==> src/rtl/ysyx_22050039_mem_pkg.sv <==
// Shared types and defaults for the IFU/LSU memory arbiter.
package ysyx_22050039_mem_pkg;

  localparam int unsigned XLEN_DEF       = 64;
  localparam int unsigned INST_LEN_DEF   = 32;
  localparam int unsigned STARVE_MAX_DEF = 4;

  typedef enum logic [1:0] {
    ST_IDLE = 2'd0,
    ST_REQ  = 2'd1,
    ST_WAIT = 2'd2,
    ST_RESP = 2'd3
  } arb_state_e;

  typedef enum logic [1:0] {
    SZ_BYTE  = 2'd0,
    SZ_HALF  = 2'd1,
    SZ_WORD  = 2'd2,
    SZ_DWORD = 2'd3
  } ls_size_e;

  typedef enum logic {
    OWN_IFU = 1'b0,
    OWN_LSU = 1'b1
  } owner_e;

  // Byte-enable pattern for an access of the given size at offset 0.
  function automatic logic [7:0] lane_bits(input logic [1:0] size);
    case (ls_size_e'(size))
      SZ_BYTE: return 8'h01;
      SZ_HALF: return 8'h03;
      SZ_WORD: return 8'h0F;
      default: return 8'hFF;
    endcase
  endfunction

endpackage

==> src/rtl/ysyx_22050039_lane_align.sv <==
// Byte-lane steering: store data/mask placement, load data extraction, alignment check.
module ysyx_22050039_lane_align
  import ysyx_22050039_mem_pkg::*;
#(
  parameter int unsigned XLEN = XLEN_DEF
) (
  input  logic [1:0]      size,
  input  logic [2:0]      addr_off,
  input  logic [XLEN-1:0] wdata,
  input  logic [2:0]      rd_off,
  input  logic [XLEN-1:0] rdata,
  output logic [XLEN-1:0] wdata_c,
  output logic [7:0]      wmask_c,
  output logic [XLEN-1:0] rdata_c,
  output logic            misalign_c
);

  logic [7:0] lanes;
  logic [2:0] align_mask;

  assign lanes      = lane_bits(size);
  assign align_mask = 3'((4'(1) << size) - 4'(1));

  assign misalign_c = |(addr_off & align_mask);
  assign wmask_c    = lanes << addr_off;
  assign wdata_c    = wdata << {addr_off, 3'b000};
  assign rdata_c    = rdata >> {rd_off, 3'b000};

endmodule

==> src/rtl/ysyx_22050039_mem_arb.sv <==
// Single-port memory arbiter between instruction fetch and load/store units,
// LSU-priority with a bounded starvation guard for the IFU.
module ysyx_22050039_mem_arb
  import ysyx_22050039_mem_pkg::*;
#(
  parameter int unsigned XLEN       = XLEN_DEF,
  parameter int unsigned INST_LEN   = INST_LEN_DEF,
  parameter int unsigned STARVE_MAX = STARVE_MAX_DEF
) (
  input  logic                clk,
  input  logic                rst,
  input  logic                if_req_valid,
  output logic                if_req_ready,
  input  logic [XLEN-1:0]     if_addr,
  output logic                if_rsp_valid,
  output logic [INST_LEN-1:0] if_rsp_inst,
  input  logic                ls_req_valid,
  output logic                ls_req_ready,
  input  logic                ls_we,
  input  logic [1:0]          ls_size,
  input  logic [XLEN-1:0]     ls_addr,
  input  logic [XLEN-1:0]     ls_wdata,
  output logic                ls_rsp_valid,
  output logic [XLEN-1:0]     ls_rsp_rdata,
  output logic                ls_rsp_misalign,
  output logic                mem_req_valid,
  input  logic                mem_req_ready,
  output logic                mem_we,
  output logic [XLEN-1:0]     mem_addr,
  output logic [XLEN-1:0]     mem_wdata,
  output logic [7:0]          mem_wmask,
  input  logic                mem_rsp_valid,
  input  logic [XLEN-1:0]     mem_rdata
);

  localparam int unsigned CNT_W = $clog2(STARVE_MAX + 1);

  arb_state_e       state_q, state_d;
  owner_e           owner_q;
  logic [CNT_W-1:0] starve_q;
  logic             inst_hi_q;
  logic [2:0]       rd_off_q;
  logic             grant_if, grant_ls, starve_full;
  logic [XLEN-1:0]  wdata_sh, rdata_sh;
  logic [7:0]       wmask_sh;
  logic             misalign;
  logic             unused_if_lsb;

  assign unused_if_lsb = ^if_addr[1:0];

  ysyx_22050039_lane_align #(.XLEN(XLEN)) u_lane (
    .size       (ls_size),
    .addr_off   (ls_addr[2:0]),
    .wdata      (ls_wdata),
    .rd_off     (rd_off_q),
    .rdata      (mem_rdata),
    .wdata_c    (wdata_sh),
    .wmask_c    (wmask_sh),
    .rdata_c    (rdata_sh),
    .misalign_c (misalign)
  );

  assign starve_full = (starve_q == CNT_W'(STARVE_MAX));

  // Next state and grant decode; grants only from IDLE while out of reset.
  always_comb begin
    state_d  = state_q;
    grant_if = 1'b0;
    grant_ls = 1'b0;
    unique case (state_q)
      ST_IDLE: begin
        if (rst) begin
          if (ls_req_valid && !(if_req_valid && starve_full)) begin
            grant_ls = 1'b1;
            state_d  = misalign ? ST_RESP : ST_REQ;
          end else if (if_req_valid) begin
            grant_if = 1'b1;
            state_d  = ST_REQ;
          end
        end
      end
      ST_REQ:  if (mem_req_ready) state_d = ST_WAIT;
      ST_WAIT: if (mem_rsp_valid) state_d = ST_RESP;
      ST_RESP: state_d = ST_IDLE;
      default: state_d = ST_IDLE;
    endcase
  end

  assign if_req_ready  = grant_if;
  assign ls_req_ready  = grant_ls;
  assign mem_req_valid = (state_q == ST_REQ);
  assign if_rsp_valid  = (state_q == ST_RESP) && (owner_q == OWN_IFU);
  assign ls_rsp_valid  = (state_q == ST_RESP) && (owner_q == OWN_LSU);

  always_ff @(posedge clk or negedge rst) begin
    if (!rst) state_q <= ST_IDLE;
    else      state_q <= state_d;
  end

  // Command latch at grant, response capture on completion.
  always_ff @(posedge clk or negedge rst) begin
    if (!rst) begin
      owner_q         <= OWN_IFU;
      starve_q        <= '0;
      inst_hi_q       <= 1'b0;
      rd_off_q        <= '0;
      mem_we          <= 1'b0;
      mem_addr        <= '0;
      mem_wdata       <= '0;
      mem_wmask       <= '0;
      if_rsp_inst     <= '0;
      ls_rsp_rdata    <= '0;
      ls_rsp_misalign <= 1'b0;
    end else begin
      if (grant_ls) begin
        owner_q <= OWN_LSU;
        if (if_req_valid && !starve_full) starve_q <= starve_q + CNT_W'(1);
        if (misalign) begin
          ls_rsp_misalign <= 1'b1;
          ls_rsp_rdata    <= '0;
        end else begin
          rd_off_q  <= ls_addr[2:0];
          mem_we    <= ls_we;
          mem_addr  <= {ls_addr[XLEN-1:3], 3'b000};
          mem_wdata <= ls_we ? wdata_sh : '0;
          mem_wmask <= ls_we ? wmask_sh : 8'h00;
        end
      end
      if (grant_if) begin
        owner_q   <= OWN_IFU;
        starve_q  <= '0;
        inst_hi_q <= if_addr[2];
        mem_we    <= 1'b0;
        mem_addr  <= {if_addr[XLEN-1:3], 3'b000};
        mem_wdata <= '0;
        mem_wmask <= 8'h00;
      end
      if ((state_q == ST_WAIT) && mem_rsp_valid) begin
        if (owner_q == OWN_IFU) begin
          if_rsp_inst <= inst_hi_q ? mem_rdata[2*INST_LEN-1:INST_LEN]
                                   : mem_rdata[INST_LEN-1:0];
        end else begin
          ls_rsp_misalign <= 1'b0;
          ls_rsp_rdata    <= mem_we ? '0 : rdata_sh;
        end
      end
    end
  end

endmodule
==> config.mk <==
export PLATFORM = sky130hd
export DESIGN_NAME = ysyx_22050039_mem_arb
export DESIGN_NICKNAME = d
export VERILOG_FILES = /design/src/rtl/ysyx_22050039_mem_pkg.sv /design/src/rtl/ysyx_22050039_lane_align.sv /design/src/rtl/ysyx_22050039_mem_arb.sv
export SDC_FILE = /design/constraint.sdc
export NUM_CORES = 1
export LEC_CHECK = 0
export BUFFER_PORTS_ARGS = -buffer_cell sky130_fd_sc_hd__buf_4
export CAP_MARGIN = 10
export CELL_PAD_IN_SITES_DETAIL_PLACEMENT = 0
export CELL_PAD_IN_SITES_GLOBAL_PLACEMENT = 1
export CORE_UTILIZATION = 40
export DETAILED_ROUTE_END_ITERATION = 16
export PLACE_DENSITY_LB_ADDON = 0.05
export SYNTH_ARGS = -nofsm -noshare
export SYNTH_HDL_FRONTEND = slang
export SYNTH_HIERARCHICAL = 1
export SYNTH_SLANG_ARGS = --single-unit
==> constraint.sdc <==
create_clock -name clk -period 5.5 [get_ports clk]
set_clock_uncertainty 0.2 [all_clocks]
set_input_delay 0 -clock clk [delete_from_list [all_inputs] [get_ports clk]]
set_output_delay 0 -clock clk [all_outputs]
set_load 0.02 [all_outputs]
After elaboration in Yosys (flattened, before gate mapping)

Cells that the tools add are included.
W data, S select, Z words.

Logic and storage cells: 94
Memories: 0
Bits in writable memories: 0
Bits of input ports: 265
ROM bits: 0
Latch bits: 0
Register bits after elaboration: 244

Divide/modulo/power cells: 0
$add $sub $neg: 2
Multiplexer cells: 44
Order comparisons: 0
Bitwise gates (word level): 3
Eq/ne operators: 11
Reduce and logical (&&, ||, !) cells: 18
Multipliers: 0
Shift-type cells: 4

Operator list:

| kind                  | count |
|---|---|
| $mux W64              | 12 |
| $shl A64 B6 Y64       | 1 |
| $shr A64 B6 Y64       | 1 |
| $mux W32              | 1 |
| $mux W8               | 4 |
| $pmux W8 S3           | 1 |
| $mux W1               | 16 |
| $mux W2               | 6 |
| $mux W3               | 3 |
| $pmux W2 S4           | 1 |
| $reduce_and A2 Y1     | 4 |
| $shl A8 B3 Y8         | 1 |
| $eq A2 B2 Y1 const B  | 3 |
| $logic_and A1 B1 Y1   | 6 |
| $ne A2 B2 Y1 const B  | 3 |
| $eq A2 B1 Y1 const B  | 2 |
| $logic_not A2 Y1      | 2 |
| $reduce_and A4 Y1     | 1 |
| $reduce_bool A2 Y1    | 2 |
| $add A3 B1 Y3 const B | 1 |
| $and A3 B3 Y3         | 1 |
| $eq A3 B3 Y1 const B  | 1 |
| $ne A3 B3 Y1 const B  | 1 |
| $reduce_or A3 Y1      | 1 |
| other kinds (5)       | 7 |

Longest topological paths before layout

Gate-level depths: netlist of run 1.

Depth in word-level cells: 10
Mapped depth: 12
Depth with buffers taken out: 6

Cells and area by module

The synthesis of run 1 kept the hierarchy.

Modules (own cells, without submodules):

| module                   | cells an instance | area each (µm²) | times used |
|---|---|---|---|
| ysyx_22050039_mem_arb    | 1,181             | 11,179.5        | 1 |
| ysyx_22050039_lane_align | 494               | 3,791.1         | 1 |

Worst setup path after synthesis of run 1

Ideal clock, no wire load.

Path kind: in2reg
From: input ls_addr[2]
To: register mem_wdata[55]
Stages: 10
Setup slack: 3,484 ps
Path buffers: 5
Arrival: 1,738 ps
Cells stage by stage: clkbuf_2 buf_4 clkbuf_2 a21oi_1 o21ai_0 nand4b_1 buf_2 clkbuf_1 o21ai_0 a21oi_1

Elaborated cells between the ends (all ways): 9
Classes of those cells: eq/ne (1); shift (1); mux (4); bitwise (1); reduce/logical (2)

RTL lines:

| what                               | line                           | RTL |
|---|---|---|
| from (decl)                        | ysyx_22050039_mem_arb.sv:21    | `input logic [XLEN-1:0] ls_addr,` |
| $and A3 B3 Y3                      | ysyx_22050039_lane_align.sv:24 | `assign misalign_c = \|(addr_off & align_mask);` |
| $reduce_or A3 Y1                   | ysyx_22050039_lane_align.sv:24 |  |
| via misalign                       | ysyx_22050039_mem_arb.sv:46    | `logic misalign;` |
| $ne A2 B2 Y1 (no source line)      | --                             |  |
| $reduce_and A2 Y1 (no source line) | --                             |  |
| to (signal assigned)               | ysyx_22050039_mem_arb.sv:125   | `mem_wdata <= ls_we ? wdata_sh : '0;` |
| to (decl)                          | ysyx_22050039_mem_arb.sv:30    | `output logic [XLEN-1:0] mem_wdata,` |

The timed path passes the listed nets, and every way through them passes these cells. The select of a mux whose other input is x is not followed.
A chain may end at the register's enable or synchronous reset.

Worst setup path in the final report of run 1

From: input ls_addr[0]
To: register mem_wdata[34]

Cells in the longest elaborated chain, start to end: 5
Elaborated cells between the ends (all ways): 9
Classes of those cells: eq/ne (1); shift (1); mux (4); bitwise (1); reduce/logical (2)

RTL lines:

| what             | line                           | RTL |
|---|---|---|
| $shl A64 B6 Y64  | ysyx_22050039_lane_align.sv:26 | `assign wdata_c = wdata << {addr_off, 3'b000};` |
| via wdata_sh[34] | ysyx_22050039_mem_arb.sv:44    | `logic [XLEN-1:0] wdata_sh, rdata_sh;` |
| $mux W64         | ysyx_22050039_mem_arb.sv:125   |  |
| $mux W64         | ysyx_22050039_mem_arb.sv:118   | `if (misalign) begin` |
| $mux W64         | ysyx_22050039_mem_arb.sv:115   | `if (grant_ls) begin` |
| $mux W64         | ysyx_22050039_mem_arb.sv:129   | `if (grant_if) begin` |

The timed path passes the listed nets, and every way through them passes these cells. The select of a mux whose other input is x is not followed.

==> qor.yml, run 1 <==
sta:
  rsz0062_at_grt: "no"
  tightestPinTransition_ns: 1.03
  max_freq_mhz: 256
  finalSetupViolCount: 0
  period_share: 0.710
  maxSlewHeadroom: 0.314
  final_max_slew_viol_count: 0
  setup_tns_ns: 0
  finalCriticalPeriod_ns: 3.91
  finalHoldViolCount: 0
  whs_ns: 0.0546
clock_tree:
  cts_tree: "yes"
  post_cts_buffers: 0
  clockBufferDepth: 3
  root_buffer: "clkbuf_16"
  clk_latency_ns: 0.55
  clock_sinks: 241
  htree_levels: 1
  path_clk_slew_ns: 0.06
  numCtsBuffers: 29
routing:
  avgViaCountPerCell: 5.83
  route.met2.wl_mm: 31.8
  wl_met1_mm: 26.4
  ant_nets: 0
  drc: 0
  post_drt_wl_per_cell_um: 22.8
  drt-pass1-iter-count: 6
  vias: 16900
  drtIter0Drc: 1369
  wl_met3_mm: 5.07
  drt_wl_total_mm: 66.3
  top_layer: "met4"
global_route:
  grt_antenna_before_repair: 1
  grt_pass1_vias: 16900
  grt_pass1_wl_mm: 101
  grt.total_usage: 0.336
  grt_overflow: 0
  grt_max_degree: 87
synthesis:
  synth_top_area_frac: 0.403
  ys_seq_area_frac: 0.403
  yosysWarnings: 6
  synth_top_area_cell: "dfrtp_1"
  synth_edf_count: 0
  synth_cell_type_count: 54
  synth.most_common_cell: "dfrtp_1"
  synthArstFlopShare: 1.00
  netlist_instances: 1675
  ys.flop_type: "dfrtp_1"
  syn_area_per_cell_um2: 8.94
  synth_common_cells: "241 x dfrtp_1, 194 x o21ai_0, 141 x mux2i_1, 115 x nand2_1, 112 x clkbuf_1"
  syn_area_um2: 15000
  ys_ff_latch: 241
  synth_area_leaders: "dfrtp_1 40%, mux2i_1 9.4%, o21ai_0 6.5%"
critical_path:
  crit_arrival_ns: 4.19
  worstReg2RegStart: "starve_q[0]"
  cp-end-kind: "flip-flop"
  reg2reg_to: "mem_addr[56]"
  path_class: "in -> reg"
  cp.required_ns: 5.78
  rr_worst_depth: 7
  ff2ff_setup_slack_ns: 1.88
  startpoint_type: "input port"
  path_max_fanout: 67
  startpoint: "ls_addr[0]"
cells_and_area:
  multi_input_comb_area_um2: 7670
  nets: 2687
  seq_area_um2: 6040
  nFillCells: 3061
  syn2layout_area_growth_pct: 56.0
  final_layout_size_suffix_gt1_frac: 0.254
pwr:
  p_leak_nw: 10.5
  peakVddDrop_mv: 0.287
  power_per_cell_area_nw_per_um2: 474
placed_design:
  place_congestion: 0.943
  io_buffers: 498
  post-dp-hpwl_mm: 42.1
run_status:
  status: "completed"
min_path:
  hold_end: "mem_addr[11]"
  hold_start: "if_addr[11]"
  hp-class: "in -> reg"
  min_path_cells: 4
floorplanning:
  start_util: 0.408
  fp-row-count: 70
  die_area_um2: 38200
  die_h_um: 195
  die_w_um: 195
  coreArea_um2: 36700
  io_pins: 504
job:
  maxCapViolations: 0
==> area by class of cell <==
type,instances,area share
multi-input combinational,1160,0.328
antenna,1,0.000107
timing repair buffer,903,0.332
inverter,80,0.0129
clock inverter,9,0.00793
sequential,241,0.258
clock buffer,40,0.0350
tap,468,0.0251
==> kinds of logic (layout without fill, tap and decap cells) <==
logic type,count (synthesis),after routing,share of synthesized area
simple gates,451,451,0.153
other cells,1,4,0.000250
flops,241,241,0.403
compound gates,524,524,0.224
fa+ha+maj,7,7,0.00585
mux,174,174,0.125
xor+xnor,1,1,0.000585
buf+inv,276,1032,0.0882
==> timing repair <==
action                    in CTS  in global routing
resized for setup              0                  0
hold buffers                 380                  0
hold endpoints to repair     333                  0
==> per-layer routing <==
metal	up-vias	GRT usage
met3	160	0.0642
met2	834	0.552
met1	8276	0.429
li1	7646	-
met4	0	0.149
met5	-	0
==> cells in the final DEF, fill, tap and decap left out, types with 7 or more instances in the layout <==
cell / count
a211oi_1: 26
a21oi_1: 76
a221oi_1: 15
a2bb2oi_1: 15
a31oi_1: 69
and2_1: 22
buf_4: 521
clkbuf_16: 29
dfrtp_1: 238
dlygate4sd3_1: 379
ha_1: 7
inv_1: 79
mux2_2: 25
mux2i_1: 141
mux4_2: 8
nand2_1: 115
nand2b_1: 13
nand3_1: 66
nand3b_1: 9
nand4_1: 73
nor2_1: 48
nor2b_1: 29
nor3_1: 62
o21a_1: 19
o21ai_0: 194
o221ai_1: 10
o22a_1: 13
o22ai_1: 13
o32ai_1: 64
==> worst max-delay path by stage <==
stage | end | slack, ns | depth (start not counted)
floorplan | mem_wdata[55] | 3.48 | 10
global route | mem_wdata[34] | 1.43 | 10
finish | mem_wdata[34] | 1.59 | 10
global placement | if_req_ready | 2.31 | 8
detailed placement | mem_wdata[4] | 2.26 | 8
CTS | mem_wdata[39] | 1.68 | 10
==> sequential cells by signal, summed over array words and instances (netlist names) <==
register / flops
ls_rsp_rdata: 64
mem_wdata: 64
mem_addr: 61
if_rsp_inst: 32
mem_wmask: 8
rd_off_q: 3
starve_q: 3
state_q: 2
inst_hi_q: 1
ls_rsp_misalign: 1
mem_we: 1
owner_q: 1
==> critical path, stage by stage <==
cell and delay (ns):
dlygate4sd3_1 0.53, buf_4 0.42, buf_4 0.80, nand2b_1 0.54
o22ai_1 0.33, dlygate4sd3_1 0.57, o21a_1 0.12, dlygate4sd3_1 0.57
nand4_1 0.10, a21oi_1 0.18
==> metrics by stage <==
stage	utilization	total power [W]	instances	cell area, um^2	setup WS (ns)
final	0.637	0.0111	2902	23400	1.59
after global routing	0.637	0.0116	2902	23400	1.43
after CTS	0.637	0.0110	2901	23400	1.68
after detailed placement	0.505	0.00808	2472	18500	2.26
after global placement	0.505	0.00803	2472	18500	2.31
after floorplan	-	0.00600	1677	15000	3.48
==> report_power, final <==
group	total, W	internal [W]	switching (W)
Clock	0.00206	0.00127	0.000798
Sequential	0.00297	0.00248	0.000490
Combinational	0.00604	0.00275	0.00329
Power figures use the tool's default switching activity.
==> run 2: changes to the inputs <==
- ABC_AREA: not set -> 1
- CORE_UTILIZATION: 40 -> 35
- clock period: 5.5 -> 3.9 ns (I/O delays scaled with it)
==> run 2 against run 1 <==
  * Area after synthesis is 3.8% higher
  * Non-clock buffer count increased by 36
  * Cell count increased by 31%
  * Total power up 40%
  * Clock power rose by 30%
  * First-iteration DRC count is 21% higher
  * Sequential power grew 44%
  * Utilization down 7.7 points
==> qor.yml, run 2 <==
synthesis:
  synth_cell_type_count: 24  # -56%
  synthAdderAreaFrac: 0.00564  # -0.000214
  synth_simple_gate_area_frac: 0.485  # +0.332
  syn_area_per_cell_um2: 6.43  # -28%
  ys_seq_area_frac: 0.388  # -0.0148
  synth_top_family_by_area: "simple AND/OR/NAND/NOR gates"
  ys.flop_type: "dfrtp_1"
  synthArstFlopShare: 1.00  # unchanged
  yosysWarnings: 6  # unchanged
  yosys-mux-area-fraction: 0  # -0.125
  synth_top_area_frac: 0.388  # -0.0148
  synth_common_cells: "1001 x nand2_1, 609 x nand3_1, 241 x dfrtp_1, 160 x nor2_1, 95 x buf_2"
  ys_ff_latch: 241  # unchanged
  synth-compound-area-share: 0.0296  # -0.194
  synth_edf_count: 0  # unchanged
  synthXorXnorAreaFrac: 0  # -0.000585
  syn_area_um2: 15500  # +3.8%
  synth_area_leaders: "dfrtp_1 39%, nand2_1 24%, nand3_1 20%"
  synth_top_area_cell: "dfrtp_1"
  netlist_instances: 2415  # +44%
  synth.most_common_cell: "nand2_1"
global_route:
  grt_pass1_vias: 19000  # +13%
  grt_max_degree: 139  # +60%
  grt_pass1_wl_mm: 106  # +5.3%
  grt_overflow: 0  # unchanged
  grt_antenna_before_repair: 1  # unchanged
  grt.total_usage: 0.301  # -0.0348
cells_and_area:
  finalInstanceArea_um2: 24300  # +4.1%
  reg_top3: "ls_rsp_rdata x64, mem_wdata x64, mem_addr x61"
  final_cell_mix: "998 x nand2_1, 609 x nand3_1, 520 x buf_4, 414 x dlygate4sd3_1, 239 x dfrtp_1"
  nets: 3465  # +29%
  final_common_cell: "nand2_1"
  final_layout_size_suffix_gt1_frac: 0.183  # -0.0704
  syn2layout_area_growth_pct: 56.5
routing:
  post_drt_wl_per_cell_um: 18.5  # -19%
  avgViaCountPerCell: 5.08  # -13%
  drtIter0Drc: 1656  # +21%
  ant_nets: 0  # unchanged
  drt_wl_total_mm: 70.2  # +5.9%
  vias: 19300  # +14%
  drc: 0  # unchanged
  drt-pass1-iter-count: 6  # unchanged
sta:
  tightestPinTransition_ns: 1.14  # +0.119 ns
  setup_tns_ns: 0  # unchanged
  finalHoldViolCount: 0  # unchanged
  final_max_slew_viol_count: 0  # unchanged
  whs_ns: 0.00974  # -0.0448 ns
  max_freq_mhz: 276
  period_share: 0.928
  finalSetupViolCount: 0  # unchanged
  finalCriticalPeriod_ns: 3.62
  maxSlewHeadroom: 0.236  # -0.0779
  rsz0062_at_grt: "no"
floorplanning:
  die_h_um: 213  # +8.8%
  die_area_um2: 45200  # +18%
  die_w_um: 213  # +8.8%
  io_pins: 504  # unchanged
  coreArea_um2: 43500  # +18%
  fp-row-count: 76  # +8.6%
  start_util: 0.358  # -0.0503
critical_path:
  crit_arrival_ns: 3.93  # -0.26 ns
  critPathBufInv: 7  # +2
  timing.critical_path.cells: "dlygate4sd3_1, buf_4, buf_6, inv_4, nand2_1, nand3_1, dlygate4sd3_1, nand3_1, dlygate4sd3_1, nand2_1, nand2_1, dlygate4sd3_1, nor2_1, nand2_1, nand2_1"
  crit_slowest_cell: "dlygate4sd3_1"
  path_max_fanout: 63  # -6.0%
  slowest_delay_ns: 0.59  # -0.21 ns
  cpMostUsedCell: "nand2_1"
  cp.required_ns: 4.21  # -1.57 ns
  cp-end-kind: "flip-flop"
  path_class: "in -> reg"
  startpoint_type: "input port"
  path_delay_family: "buffers and inverters"
clock_tree:
  numCtsBuffers: 30  # +3.4%
  htree_levels: 1  # unchanged
  cts_tree: "yes"
  root_buffer: "clkbuf_16"
  post_cts_buffers: 0  # unchanged
  clock_sinks: 241  # unchanged
  clockBufferDepth: 3  # unchanged
  path_clk_slew_ns: 0.06  # about the same
  clk_latency_ns: 0.58  # +0.03 ns
min_path:
  hp-class: "in -> async"
placed_design:
  post-dp-hpwl_mm: 47.6  # +13%
  io_buffers: 498  # unchanged
  place_congestion: 0.941  # -0.25%
  place_area_um2: 19200  # +3.7%
pwr:
  p_leak_nw: 12.9  # +23%
  power_per_cell_area_nw_per_um2: 638  # +34%
  peakVddDrop_mv: 0.370  # +29%
job:
  maxCapViolations: 0  # unchanged
run_status:
  status: "completed"
[run 2: layer usage]
metal / routed length, um / track usage / vias up
li1: - / - / 9325
met1: 29300 / 0.386 / 9125
met2: 33600 / 0.508 / 717
met3: 4560 / 0.0484 / 133
met4: 2730 / 0.115 / 0
met5: 0 / 0 / -
[run 2: timing repair]
item,CTS,global route
hold buffers,413,1
setup endpoints to repair,0,15
resized for setup,0,3
hold endpoints to repair,424,1
[run 2: report_power, final]
part           total [W]  internal [W]  switching [W]
clock network    0.00268       0.00155        0.00113
registers        0.00427       0.00352       0.000752
logic            0.00856       0.00343        0.00513
[run 2: layout make-up]
type                    count  area (um^2)
fillers                  4335        19100
multi-input cells        1892         8150
repair buffers            939         8130
flip-flops and latches    241         6030
clock buffers              40          828
well taps                 585          732
inverters                  89          342
clock inverters             9          103
diodes                      2         5.00
[run 2: worst paths after layout]
check / start / end / slack [ns] / cells past startpoint
worst max-delay path: ls_addr[0] / mem_wdata[37] / 0.28 / 15
worst min-delay path: rst / ls_rsp_rdata[1] / 0.01 / 3
worst max register to register: starve_q[0] / mem_addr[55] / 0.39 / 12
worst min register to register: ls_rsp_rdata[45] / ls_rsp_rdata[45] / 0.30 / 2
max in group asynchronous: rst / mem_wdata[33] / 2.15 / 4
min in group clk: if_addr[57] / mem_addr[57] / 0.07 / 6
[run 2: worst min-delay path: cells and delay by family]
| kind | cells | cell delay, ns |
|---|---|---|
| buffers and inverters | 3 | 1.26 |
[run 2: cell families after synthesis]
| family | after synthesis |
|---|---|
| AOI/OAI and AO/OA | 91 |
| adders and majority gates | 7 |
| buffers and inverters | 284 |
| DFF | 241 |
| other | 1 |
| and+or+nand+nor | 1791 |
[run 2: stage by stage]
step / util / instances / setup slack, ns / total power [W]
4_1_cts: 0.559 / 3794 / 0.0783 / 0.0155
3_3_place_gp: 0.442 / 3332 / 0.804 / 0.0118
5_1_grt: 0.560 / 3796 / 0.0583 / 0.0165
3_5_place_dp: 0.442 / 3332 / 0.728 / 0.0119
6_report: 0.560 / 3797 / 0.279 / 0.0155
2_1_floorplan: - / 2417 / 1.95 / 0.00862
